--- src/rtl/osd_mam_wb_burst_if.sv ---
// rtl/osd_mam_wb_burst_if.sv - Wishbone B3 burst master bridging request/write/read streams
module osd_mam_wb_burst_if #(
    parameter int DATA_WIDTH = 32,
    parameter int ADDR_WIDTH = 32,
    parameter int TIMEOUT    = 255,
    localparam int SW        = DATA_WIDTH / 8
) (
    input  logic                  clk_i,
    input  logic                  rst_i,
    input  logic                  req_valid,
    output logic                  req_ready,
    input  logic                  req_rw,
    input  logic                  req_burst,
    input  logic [ADDR_WIDTH-1:0] req_addr,
    input  logic [13:0]           req_beats,
    input  logic                  write_valid,
    output logic                  write_ready,
    input  logic [DATA_WIDTH-1:0] write_data,
    input  logic [SW-1:0]         write_strb,
    output logic                  read_valid,
    input  logic                  read_ready,
    output logic [DATA_WIDTH-1:0] read_data,
    output logic                  stb_o,
    output logic                  cyc_o,
    output logic                  we_o,
    input  logic                  ack_i,
    input  logic                  err_i,
    output logic [ADDR_WIDTH-1:0] addr_o,
    output logic [DATA_WIDTH-1:0] dat_o,
    input  logic [DATA_WIDTH-1:0] dat_i,
    output logic [2:0]            cti_o,
    output logic [1:0]            bte_o,
    output logic [SW-1:0]         sel_o,
    output logic                  bus_err_o,
    output logic [ADDR_WIDTH-1:0] bus_err_addr_o
);

    localparam logic [2:0] IDLE    = 3'd0;
    localparam logic [2:0] WR_WAIT = 3'd1;
    localparam logic [2:0] WR_BUS  = 3'd2;
    localparam logic [2:0] RD_BUS  = 3'd3;
    localparam logic [2:0] RD_HOLD = 3'd4;
    localparam logic [2:0] DRAIN   = 3'd5;

    localparam int TW = (TIMEOUT > 1) ? $clog2(TIMEOUT + 1) : 1;
    localparam logic [TW-1:0] TMO_LAST = TW'((TIMEOUT > 0) ? TIMEOUT - 1 : 0);
    localparam logic [ADDR_WIDTH-1:0] ADDR_INC = ADDR_WIDTH'(SW);

    logic [2:0]    state;
    logic [13:0]   cnt;
    logic [13:0]   cnt_dec;
    logic          burst;
    logic          rw;
    logic          aborted;
    logic [TW-1:0] tmo;
    logic          timeout_hit;
    logic          bus_fail;
    logic          bus_ok;

    assign cnt_dec     = cnt - 14'd1;
    assign timeout_hit = (TIMEOUT != 0) && stb_o && !ack_i && !err_i && (tmo == TMO_LAST);
    // Error (or timeout) wins over a simultaneous ack.
    assign bus_fail    = stb_o && (err_i || timeout_hit);
    assign bus_ok      = stb_o && ack_i && !err_i;

    assign req_ready   = (state == IDLE);
    assign write_ready = (state == WR_WAIT) || ((state == DRAIN) && rw);
    assign read_valid  = (state == RD_HOLD) || ((state == DRAIN) && !rw);
    assign cti_o       = !cyc_o ? 3'b000 : (!burst || (cnt == 14'd1)) ? 3'b111 : 3'b010;
    assign bte_o       = 2'b00;

    always_ff @(posedge clk_i or posedge rst_i) begin
        if (rst_i) begin
            state          <= IDLE;
            cnt            <= '0;
            burst          <= 1'b0;
            rw             <= 1'b0;
            aborted        <= 1'b0;
            tmo            <= '0;
            stb_o          <= 1'b0;
            cyc_o          <= 1'b0;
            we_o           <= 1'b0;
            sel_o          <= '0;
            addr_o         <= '0;
            dat_o          <= '0;
            read_data      <= '0;
            bus_err_o      <= 1'b0;
            bus_err_addr_o <= '0;
        end else begin
            bus_err_o <= 1'b0;
            tmo       <= (stb_o && !ack_i && !err_i && !timeout_hit) ? tmo + 1'b1 : '0;
            case (state)
                IDLE: begin
                    if (req_valid) begin
                        addr_o  <= req_addr;
                        rw      <= req_rw;
                        burst   <= req_burst;
                        aborted <= 1'b0;
                        cnt     <= (req_burst && (req_beats != 14'd0)) ? req_beats : 14'd1;
                        cyc_o   <= 1'b1;
                        we_o    <= req_rw;
                        if (req_rw) begin
                            state <= WR_WAIT;
                        end else begin
                            sel_o <= '1;
                            stb_o <= 1'b1;
                            state <= RD_BUS;
                        end
                    end
                end
                WR_WAIT: begin
                    if (write_valid) begin
                        dat_o <= write_data;
                        sel_o <= burst ? {SW{1'b1}} : write_strb;
                        stb_o <= 1'b1;
                        state <= WR_BUS;
                    end
                end
                WR_BUS: begin
                    if (bus_fail) begin
                        stb_o          <= 1'b0;
                        cyc_o          <= 1'b0;
                        we_o           <= 1'b0;
                        bus_err_o      <= 1'b1;
                        bus_err_addr_o <= addr_o;
                        addr_o         <= addr_o + ADDR_INC;
                        cnt            <= cnt_dec;
                        state          <= (cnt_dec == 14'd0) ? IDLE : DRAIN;
                    end else if (bus_ok) begin
                        stb_o  <= 1'b0;
                        addr_o <= addr_o + ADDR_INC;
                        cnt    <= cnt_dec;
                        if (cnt_dec == 14'd0) begin
                            cyc_o <= 1'b0;
                            we_o  <= 1'b0;
                            state <= IDLE;
                        end else begin
                            state <= WR_WAIT;
                        end
                    end
                end
                RD_BUS: begin
                    // A failed read beat is still handed out (as zero) through RD_HOLD.
                    if (bus_fail) begin
                        stb_o          <= 1'b0;
                        cyc_o          <= 1'b0;
                        bus_err_o      <= 1'b1;
                        bus_err_addr_o <= addr_o;
                        addr_o         <= addr_o + ADDR_INC;
                        cnt            <= cnt_dec;
                        read_data      <= '0;
                        aborted        <= 1'b1;
                        state          <= RD_HOLD;
                    end else if (bus_ok) begin
                        stb_o     <= 1'b0;
                        read_data <= dat_i;
                        addr_o    <= addr_o + ADDR_INC;
                        state     <= RD_HOLD;
                    end
                end
                RD_HOLD: begin
                    if (read_ready) begin
                        if (aborted) begin
                            state <= (cnt == 14'd0) ? IDLE : DRAIN;
                        end else begin
                            cnt <= cnt_dec;
                            if (cnt_dec == 14'd0) begin
                                cyc_o <= 1'b0;
                                state <= IDLE;
                            end else begin
                                stb_o <= 1'b1;
                                state <= RD_BUS;
                            end
                        end
                    end
                end
                DRAIN: begin
                    if ((rw && write_valid) || (!rw && read_ready)) begin
                        cnt <= cnt_dec;
                        if (cnt_dec == 14'd0) begin
                            state <= IDLE;
                        end
                    end
                end
                default: state <= IDLE;
            endcase
        end
    end

endmodule

--- config.mk ---
export PLATFORM = sky130hd
export DESIGN_NAME = osd_mam_wb_burst_if
export DESIGN_NICKNAME = d
export VERILOG_FILES = /design/src/rtl/osd_mam_wb_burst_if.sv
export SDC_FILE = /design/constraint.sdc
export NUM_CORES = 1
export LEC_CHECK = 0
export ABC_AREA = 1
export BUFFER_PORTS_ARGS = -buffer_cell sky130_fd_sc_hd__buf_2
export CAP_MARGIN = 20
export CORE_MARGIN = 10
export CORE_UTILIZATION = 25
export DETAILED_ROUTE_END_ITERATION = 8
export SYNTH_ARGS = -nofsm -noshare
export SYNTH_HDL_FRONTEND = slang
export SYNTH_SLANG_ARGS = --single-unit
--- constraint.sdc ---
create_clock -name clk_i -period 9.6 [get_ports clk_i]
set_input_delay 1.92 -clock clk_i [delete_from_list [all_inputs] [get_ports clk_i]]
set_output_delay 1.92 -clock clk_i [all_outputs]
set_load 0.1 [all_outputs]
[Yosys cells after proc, flatten, opt, wreduce, memory -nomap -nowiden]
Index checks and enable logic that the tools add are counted.
Cells by class
  add/subtract/negate cells: 3
  $mul: 0
  div/mod/pow operators: 0
  $lt $le $gt $ge: 0
  equal/unequal tests: 20
  shifts and indexed selects: 0
  mux-type cells: 66
  bitwise operators: 0
  reduce and logical (&&, ||, !) cells: 47
Operators with widths (count)
  two-way mux 32 bit: 5
  two-way mux 14 bit: 8
  one-hot mux 14 bit (5 select lines): 1
  one-hot mux 32 bit (2 select lines): 1
  two-way mux 3 bit: 14
  adder 32 x 3 -> 32 bit, second input constant: 1
  zero test 14 bit: 2
  two-way mux 1 bit: 24
  one-hot mux 3 bit (6 select lines): 1
  two-way mux 4 bit: 4
  equality test 14 x 1 -> 1 bit, second input constant: 1
  inequality test 2 bit, second input constant: 7
  AND reduction 7 bit: 2
  nonzero test 14 bit: 1
  subtractor 14 x 1 -> 14 bit, second input constant: 1
  logical AND 1 bit: 12
  nonzero test 2 bit: 5
  inequality test 3 bit, second input constant: 3
  adder 8 x 1 -> 8 bit, second input constant: 1
  equality test 8 bit, second input constant: 1
  two-way mux 8 bit: 1
  one-hot mux 1 bit (4 select lines): 2
  one-hot mux 4 bit (2 select lines): 1
  AND reduction 2 bit: 4
  other kinds (17): 33
Word-level totals
  bits in registers: 164
  latch bits: 0
  bits in writable memories: 0
  memory bits (read-only): 0
  input bits: 123
  output and inout port bits: 144
  logic and storage cells: 151
  memories: 0

[Depth between registers and ports, before layout]
Gate-level depths: netlist of run 1.
  depth in word-level cells: 8
  mapped depth: 16
  depth with buffers taken out: 16

[Worst setup path after synthesis of run 1]
OpenSTA, ideal clock, no wires.
  path type: register -> output
  start point: register cyc_o
  end point: output port cti_o[2]
  arrival: 3.851 ns
  required time: 7.680 ns
  setup slack: 3.829 ns
  stages on the path, launching flop included: 3
  buffers on the path: 1
  cell sequence: dfrtp_1 > a21boi_0 > buf_4
On the way
  word-level cells in the longest chain between the ends: 1
Ends and longest elaborated chain
  from (decl): line 24  | output logic cyc_o,
  from (signal assigned): line 81  | cyc_o <= 1'b0;
  from (signal assigned): line 100  | cyc_o <= 1'b1;
  from (signal assigned): line 122  | cyc_o <= 1'b0;
  two-way mux 3 bit: line 69  | assign cti_o = !cyc_o ? 3'b000 : (!burst || (cnt == 14'd1)) ? 3'b111 : 3'b010;
  to (decl): line 31  | output logic [2:0] cti_o,
No other way between the ends.

[Worst setup path in the final report of run 1]
  start point: register cnt[1]
  end point: output port cti_o[2]
On the way
  word-level cells in the longest chain between the ends: 4
Ends and longest elaborated chain
  from (decl): line 50  | logic [13:0] cnt;
  from (signal assigned): line 99  | cnt <= (req_burst && (req_beats != 14'd0)) ? req_beats : 14'd1;
  from (signal assigned): line 127  | cnt <= cnt_dec;
  from (signal assigned): line 132  | cnt <= cnt_dec;
  equality test 14 x 1 -> 1 bit: line 69
  logical OR 1 bit: line 69
  two-way mux 3 bit (2 in a row): line 69
No other way between the ends.

==> flow_summary.json, run 1 <==
{
  "worstPathCellList": "inv_1 -> ha_1 -> nand2_1 -> nor2_1 -> nand3_1 -> a21boi_0 -> buf_2",
  "synth_edf_count": 0,
  "cts_hold_buf": 0,
  "maxCapViolCount": 0,
  "die_w_um": 200,
  "drive_gt1_frac": 0.314,
  "fin_crit_sh": 0.431,
  "port_buffers": 264,
  "start_kind": "flop",
  "yosysTopAreaCell": "dfrtp_1",
  "crit_path_max_incr_delay_ps": 500,
  "final_cell_area_um2": 10400,
  "initial_core_util": 0.252,
  "dr_total_vias": 7417,
  "areaGrowthSynthToFinish_pct": 27.9,
  "required_ps": 7680,
  "relSlewSlack": 0.260,
  "num-nets-final": 1302,
  "r2r_cells": 9,
  "post_dp_cell_area_um2": 9830,
  "wl_per_cell_um": 16.3,
  "antenna_found_initial": 3,
  "yosysMostFrequentCell": "nand2_1",
  "period_needed_ps": 4140,
  "avgSynthCellArea_um2": 8.80,
  "hpwl_um": 19900,
  "core_um2": 32400,
  "critPathBufInv": 2,
  "grt_use_total": 0.131,
  "clockBufferDepth": 2,
  "vias_per_cell": 4.55,
  "post-cts-setup-buffers": 0,
  "overflow": 0,
  "synth_warnings": 0,
  "drt-pass1-iter-count": 5,
  "ys_ff_latch": 164,
  "seq_area_frac_synth": 0.504,
  "die_h_um": 200,
  "tns_ps": 0,
  "worstPathArrival_ps": 2220,
  "cpMaxStageDelayCell": "buf_2",
  "hp-class": "reg2reg",
  "grt_setup_unrepaired": "no",
  "ant_nets": 0,
  "criticalPathCategory": "reg2out",
  "synth-async-reset-ratio": 1.00,
  "ys.flop_type": "dfrtp_1",
  "status": "complete, no violations",
  "cts_htree_levels": 4,
  "ff2ff_setup_slack_ps": 5610,
  "wl_um": 26600,
  "grt_max_degree": 101,
  "setup_viol": 0,
  "drc_errors": 0,
  "syn_area_um2": 8140,
  "reg2reg_to": "addr_o[9]",
  "post_cts_resized": 0,
  "ys_types": 42,
  "grt_pass1_wl_um": 42200,
  "clock_latency_ps": 440,
  "synth_top_area_share": 0.504,
  "r2r_start": "state[2]",
  "holdPathStages": 2,
  "cts.sinks": 164,
  "hold_viol": 0,
  "syn_inst": 925,
  "cts_buffers": 17,
  "cts_tree": "done",
  "ctsRootBufferMaster": "clkbuf_16",
  "path_clk_slew_ps": 60,
  "worstMarginPinSlew_ps": 1110,
  "fp-row-count": 66,
  "drtIter0Drc": 350,
  "io_pins": 267,
  "endpoint_kind": "output port",
  "slew_viol_final": 0,
  "grt_pass1_vias": 7586,
  "hold-path-endpoint": "bus_err_addr_o[14]",
  "finalClockSkew_ps": 10.5,
  "crit_family": "buffers and inverters",
  "die_area_um2": 40200,
  "worstPathMaxFanout": 4,
  "synth_common_cells": "nand2_1 (191), dfrtp_1 (164), inv_1 (97)",
  "place.gp.congestion": 0.863,
  "fmax_mhz": 242,
  "synth.area.top_cells": "dfrtp_1 (50%), nand2_1 (8.8%), inv_1 (4.5%)",
  "hp-start": "bus_err_addr_o[14]"
}
==> area by class of cell <==
type / count / area (um^2)
Fill cell: 3486 / 22000
Clock inverter: 9 / 78.8
Antenna cell: 3 / 7.51
Tap cell: 442 / 553
Multi-Input combinational cell: 616 / 3440
Clock buffer: 23 / 478
Timing Repair Buffer: 267 / 1360
Inverter: 106 / 403
Sequential cell: 164 / 4100
==> sequential cells by signal, summed over array words and instances (netlist names) <==
name / flops
burst: 1
bus_err_o: 1
we_o: 1
dat_o: 32
cnt: 14
read_data: 32
aborted: 1
addr_o: 32
rw: 1
bus_err_addr_o: 32
cyc_o: 1
state: 3
sel_o: 4
tmo: 8
stb_o: 1
==> worst reg2reg max path: stages, from the launching register on <==
cell     delay (ps)
dfrtp_1         490
inv_2           150
ha_2            910
inv_1           770
o21ai_1         290
nand2_1         160
inv_2           660
o21ai_1         210
a21oi_1         170
o21a_1          120
==> per-layer routing <==
metal	GRT usage	share of wire	routed length [um]	up-vias
met5	0	0.00041	11	-
li1	-	-	-	3603
met4	0.0360	0.016	437	2
met3	0.0521	0.077	2030	28
met2	0.205	0.45	12000	264
met1	0.164	0.45	12100	3520
==> cell usage in the layout, fill, tap and decap left out, types with 4 or more instances in the layout <==
master and instances:
dfrtp_1 164, a32o_1 32, nor2_2 11, o211ai_1 7, clkinv_2 5, nand2_2 12, o21ai_1 23, inv_1 95
ha_1 6, nor2_4 10, a21oi_1 17, o22ai_1 25, a22oi_1 4, nand2_1 191, mux2_2 28, nand3_1 36
buf_2 264, o21ai_0 64, clkbuf_16 17, mux2_1 4, nor2_1 75, nor3_1 19, nand4_1 17, xor2_1 9
inv_2 10
==> how the worst max path moves through the flow <==
| stage | endpoint | cells after the start | start | slack, ps |
|---|---|---|---|---|
| after CTS | cti_o[0] | 7 | cnt[1] | 5430 |
| final | cti_o[2] | 7 | cnt[1] | 5460 |
| after global placement | addr_o[9] | 11 | ack_i | 5170 |
| after detailed placement | addr_o[9] | 11 | ack_i | 5170 |
| after floorplan | aborted | 1 | rst_i | 3250 |
| after global routing | addr_o[9] | 9 | state[2] | 5230 |
==> logic make-up (layout without fill, tap and decap cells) <==
| family | after synthesis | count (layout) | share of synthesized area |
|---|---|---|---|
| and+or+nand+nor | 382 | 382 | 0.212 |
| other | 1 | 5 | 0.000461 |
| DFF | 164 | 164 | 0.504 |
| muxes | 32 | 32 | 0.0443 |
| buffers and inverters | 146 | 405 | 0.0748 |
| adders and majority gates | 7 | 7 | 0.0108 |
| AOI/OAI and AO/OA | 181 | 181 | 0.141 |
| xor gates and xnor gates | 12 | 12 | 0.0129 |
==> stage by stage <==
stage / utilization / hold WS (ps) / setup slack [ps] / std cells
2_1_floorplan: - / 455 / 3250 / 926
3_3_place_gp: 0.304 / 454 / 5170 / 1594
3_5_place_dp: 0.304 / 455 / 5170 / 1594
4_1_cts: 0.321 / 471 / 5430 / 1626
5_1_grt: 0.322 / 503 / 5230 / 1627
6_report: 0.322 / 465 / 5460 / 1630
Power of run 1 is not shown: default switching activity piles up to over one toggle a cycle in this logic, so the estimate is an artifact.
==> run 2, diff against run 1 <==
==> constraint.sdc (replaced) <==
create_clock -name clk_i -period 3.94 [get_ports clk_i]
set_input_delay 0.788 -clock clk_i [delete_from_list [all_inputs] [get_ports clk_i]]
set_output_delay 0.788 -clock clk_i [all_outputs]
set_load 0.1 [all_outputs]
==> run 2 against run 1 <==
Global-route usage about the same. Flip-flop and latch count unchanged. Final area up 0.83%. Largest cell class unchanged. Via count down 0.26%.
==> flow_summary.json, run 2 (synthesis gave the netlist of run 1 again) <==
{
  "status": "complete, no violations",
  "worstMarginPinSlew_ps": 1090,
  "vias_per_cell": 4.54,
  "setup_ws_ps": 1040,
  "cts_htree_levels": 4,
  "fin_crit_sh": 0.735,
  "r2r_cells": 13,
  "setup_viol": 0,
  "maxCapViolCount": 0,
  "grt_use_total": 0.131,
  "io_pins": 267,
  "num-nets-final": 1306,
  "core_um2": 32400,
  "ff2ff_setup_slack_ps": 1420,
  "pre_cts_ws_ps": 1200,
  "fmax_mhz": 345,
  "final_util": 0.324,
  "hp-class": "reg2reg",
  "grt_max_degree": 76,
  "drive_gt1_frac": 0.317,
  "fp-row-count": 66,
  "worstPathMaxFanout": 4,
  "required_ps": 3150,
  "die_area_um2": 40200,
  "cts.sinks": 164,
  "crit_end": "cti_o[0]",
  "drt-pass1-iter-count": 5,
  "hold_slack_ps": 480,
  "maxUsedRoutingLayer": "met5",
  "wl_per_cell_um": 16.2,
  "wl_met2_um": 12000,
  "start_kind": "flop",
  "n_antenna_cell": 0,
  "layout_common_cells": "buf_2 (264), nand2_1 (191), dfrtp_1 (164)",
  "antenna_found_initial": 1,
  "initial_core_util": 0.252,
  "final_common_cell": "buf_2",
  "path_clk_slew_ps": 70,
  "hpwl_um": 20200,
  "die_w_um": 200,
  "wl_met3_um": 2250,
  "place.gp.congestion": 0.871,
  "port_buffers": 264,
  "cts_buffers": 17,
  "die_h_um": 200,
  "cts_hold_buf": 0,
  "relSlewSlack": 0.269,
  "worstPathArrival_ps": 2110,
  "worstSetupStartpoint": "cnt[1]",
  "hold_viol": 0,
  "overflow": 0,
  "ant_nets": 0,
  "dr_total_vias": 7398,
  "met1_length_um": 11900,
  "period_needed_ps": 2900,
  "grt_setup_unrepaired": "no",
  "clockBufferDepth": 2,
  "grt_pass1_vias": 7453,
  "cts_tree": "done",
  "ctsRootBufferMaster": "clkbuf_16",
  "endpoint_kind": "output port",
  "r2r_start": "tmo[0]",
  "criticalPathCategory": "reg2out",
  "post_cts_resized": 0,
  "clock_latency_ps": 430,
  "finalClockSkew_ps": 11.0,
  "wl_um": 26400,
  "areaGrowthSynthToFinish_pct": 29.0,
  "drtIter0Drc": 354,
  "drc_errors": 0,
  "grt_pass1_wl_um": 42400,
  "tns_ps": 0,
  "slew_viol_final": 0,
  "reg2reg_to": "addr_o[15]",
  "post-cts-setup-buffers": 0
}
[run 2: changes by cell type in the layout (fill, tap and decap cells not counted), sizes merged]
| cell | before | now |
|---|---|---|
| bufinv | 1 | 3 |
| diode | 3 | 0 |
| clkinv | 6 | 4 |
| clkinvlp | 2 | 4 |
| buf | 267 | 271 |
| clkbuf | 23 | 20 |
[run 2: layout make-up]
cell class	count	area, um^2
inverters	106	402
well taps	442	553
flip-flops and latches	164	4100
repair buffers	271	1400
multi-input cells	616	3440
fillers	3463	21900
clock inverters	11	153
clock buffers	20	457
[run 2: worst min-delay path by stage]
stage	from	endpoint	slack, ps	depth (start not counted)
after global routing	bus_err_addr_o[24]	bus_err_addr_o[24]	500	2
after global placement	bus_err_addr_o[27]	bus_err_addr_o[27]	460	2
final	bus_err_addr_o[14]	bus_err_addr_o[14]	480	2
after floorplan	tmo[0]	tmo[0]	450	1
after detailed placement	bus_err_addr_o[27]	bus_err_addr_o[27]	470	2
after CTS	bus_err_addr_o[27]	bus_err_addr_o[27]	480	2
[run 2: stage by stage]
step	area (um^2)	std cells
floorplan	8150	926
global placement	9890	1599
CTS	10500	1630
global route	10500	1630
finish	10500	1630
detailed placement	9890	1599
[run 2: metal layers]
| metal | track usage | vias to the layer above |
|---|---|---|
| met1 | 0.167 | 3480 |
| met5 | 0 | - |
| met4 | 0.0341 | 2 |
| met2 | 0.202 | 289 |
| li1 | - | 3603 |
| met3 | 0.0526 | 24 |
[run 2: worst max-delay path, cell delays in order, from the launching register on]
cell	delay [ps]
dfrtp_1	410
inv_1	130
ha_1	160
nand2_1	50
nor2_1	150
nand3_1	80
a21boi_1	210
buf_2	470
Power of run 2 is left out for the same reason.
==> run 3, diff against run 2 <==
--- a/config.mk
+++ b/config.mk
@@ -5,7 +5,7 @@
 export SDC_FILE = /design/constraint.sdc
 export NUM_CORES = 1
 export LEC_CHECK = 0
-export ABC_AREA = 1
+export ABC_AREA = 0
 export BUFFER_PORTS_ARGS = -buffer_cell sky130_fd_sc_hd__buf_2
 export CAP_MARGIN = 20
 export CORE_MARGIN = 10
==> constraint.sdc (replaced) <==
create_clock -name clk_i -period 2.38 [get_ports clk_i]
set_input_delay 0.476 -clock clk_i [delete_from_list [all_inputs] [get_ports clk_i]]
set_output_delay 0.476 -clock clk_i [all_outputs]
set_load 0.1 [all_outputs]
==> run 3 against run 2 <==
Synthesized cell count fell by 11%. Non-clock buffer count rose by 42. Worst setup slack got worse by 990 ps. Routed wire length rose by 0.62%. Global-route usage rose by 0.10 points. Synthesized area fell by 1.1%. Via count fell by 1.1%. Sequential share of layout area fell by 1.2 points. Final area rose by 4.1%. First-iteration DRC count rose by 5.6%.
==> flow_summary.json, run 3 <==
{
  "status": "complete, no violations",
  "avgSynthCellArea_um2": 9.74,
  "cts_buffers": 17,
  "crit_family": "simple AND/OR/NAND/NOR gates",
  "grt_pass1_vias": 7555,
  "cts.sinks": 164,
  "fp-row-count": 65,
  "grt_use_total": 0.132,
  "maxCapViolCount": 0,
  "seqCellArea_um2": 4140,
  "worstPathMaxFanout": 2,
  "fmax_mhz": 429,
  "fill_cells": 3248,
  "ant_nets": 0,
  "yosysTopAreaCell": "dfrtp_1",
  "multi_input_area_um2": 3770,
  "critPathBufInv": 1,
  "worstPathArrival_ps": 1850,
  "drc_errors": 0,
  "ys.flop_type": "dfrtp_1",
  "die_area_um2": 39800,
  "synth_warnings": 0,
  "yosysMostFrequentCell": "dfrtp_1",
  "ff2ff_setup_slack_ps": 50,
  "ys_types": 71,
  "tns_ps": 0,
  "slew_viol_final": 0,
  "final_cells": 1519,
  "core_um2": 31600,
  "dr_total_vias": 7317,
  "clockBufferDepth": 2,
  "overflow": 0,
  "hold_viol": 0,
  "path_clk_slew_ps": 70,
  "relSlewSlack": 0.640,
  "clock_latency_ps": 450,
  "cts_htree_levels": 4,
  "synth_common_cells": "dfrtp_1 (164), nand2_1 (123), a21oi_1 (69)",
  "hpwl_um": 19700,
  "drtIter0Drc": 374,
  "synth-async-reset-ratio": 1.00,
  "port_buffers": 264,
  "finalClockSkew_ps": 10.0,
  "syn_inst": 827,
  "required_ps": 1900,
  "final_cell_area_um2": 10900,
  "synth_top_area_share": 0.510,
  "cts_tree": "done",
  "dp.cells": 1471,
  "synth_edf_count": 0,
  "layout_common_cells": "buf_2 (259), dfrtp_1 (138), nand2_1 (121)",
  "num-nets-final": 1232,
  "period_needed_ps": 2330,
  "worstMarginPinSlew_ps": 544,
  "grt_max_degree": 55,
  "initial_core_util": 0.254,
  "place.gp.congestion": 0.871,
  "hp-class": "in2async",
  "io_pins": 267,
  "start_kind": "flop",
  "drive_gt1_frac": 0.378,
  "ctsRootBufferMaster": "clkbuf_16",
  "fin_crit_sh": 0.979,
  "grt_setup_unrepaired": "yes",
  "cpMaxStageDelayCell": "dfrtp_2",
  "seq_area_frac_synth": 0.510,
  "setup_viol": 0,
  "drt-pass1-iter-count": 5,
  "antenna_found_initial": 1,
  "worstPathCellList": "nor3_4 -> nand2_2 -> nor2_4 -> nand3_2 -> a21oi_4 -> buf_12",
  "syn_area_um2": 8050,
  "endpoint_kind": "output port",
  "final_common_cell": "buf_2",
  "die_h_um": 199,
  "criticalPathCategory": "reg2out",
  "post_dp_cell_area_um2": 10100,
  "wl_um": 26600,
  "ys_ff_latch": 164,
  "die_w_um": 199,
  "vias_per_cell": 4.82,
  "hold_slack_ps": 69.0,
  "areaGrowthSynthToFinish_pct": 35.7,
  "wl_per_cell_um": 17.5,
  "crit_path_max_incr_delay_ps": 440,
  "synth.area.top_cells": "dfrtp_1 (51%), mux2_1 (7.0%), nand2_1 (5.7%)",
  "grt_pass1_wl_um": 41500
}
-- run 3: worst reg2reg max path: stages, from the launching register on --
cell,delay [ps]
dfrtp_2,440
buf_4,170
or4_4,530
o32ai_4,130
o311ai_2,120
a2111o_1,380
buf_4,180
a31oi_1,180
a22oi_1,90
-- run 3: logic make-up after synthesis --
group,after synthesis,share of synthesized area
and+or+nand+nor,306,0.182
AOI/OAI and AO/OA,197,0.148
DFF,164,0.510
buffers and inverters,76,0.0443
muxes,70,0.0974
adders and majority gates,7,0.0109
xor gates and xnor gates,6,0.00653
other,1,0.000466
-- run 3: stage by stage --
step | util | setup WS [ps]
6_report | 0.345 | 50.1
5_1_grt | 0.345 | -35.9
4_1_cts | 0.341 | -29.3
3_5_place_dp | 0.319 | 73.0
3_3_place_gp | 0.319 | 125
2_1_floorplan | - | -358
-- run 3: path summary, 6_finish.rpt --
| path | from | cells past startpoint | to |
|---|---|---|---|
| min reg2reg | read_data[19] | 2 | read_data[19] |
| max reg2reg | cnt[3] | 8 | state[2] |
| min | rst_i | 2 | read_data[17] |
| min in group clk_i | write_data[15] | 2 | dat_o[15] |
| max in group asynchronous | rst_i | 3 | addr_o[4] |
| max | cnt[3] | 6 | cti_o[2] |
-- run 3: layout make-up --
type	count	share of cell area
inverter	18	0.00653
tap	402	0.0460
clock inverter	12	0.0135
clock buffer	20	0.0409
sequential	164	0.379
timing repair buffer	313	0.169
antenna	2	0.000458
multi-input combinational	588	0.345
-- run 3: what timing repair did --
item,CTS,global route
hold buffers,0,0
endpoints found under the hold margin,0,0
setup endpoints to repair,3,7
resized for setup,15,14
buffers inserted,5,8
pin swaps,6,8
-- run 3: metal layers --
layer	GRT usage	wire [um]	up-vias
li1	-	-	3517
met1	0.161	11400	3495
met2	0.203	12100	267
met3	0.0528	2420	38
met4	0.0550	644	0
met5	0	0	-
Power of run 3 is left out for the same reason.
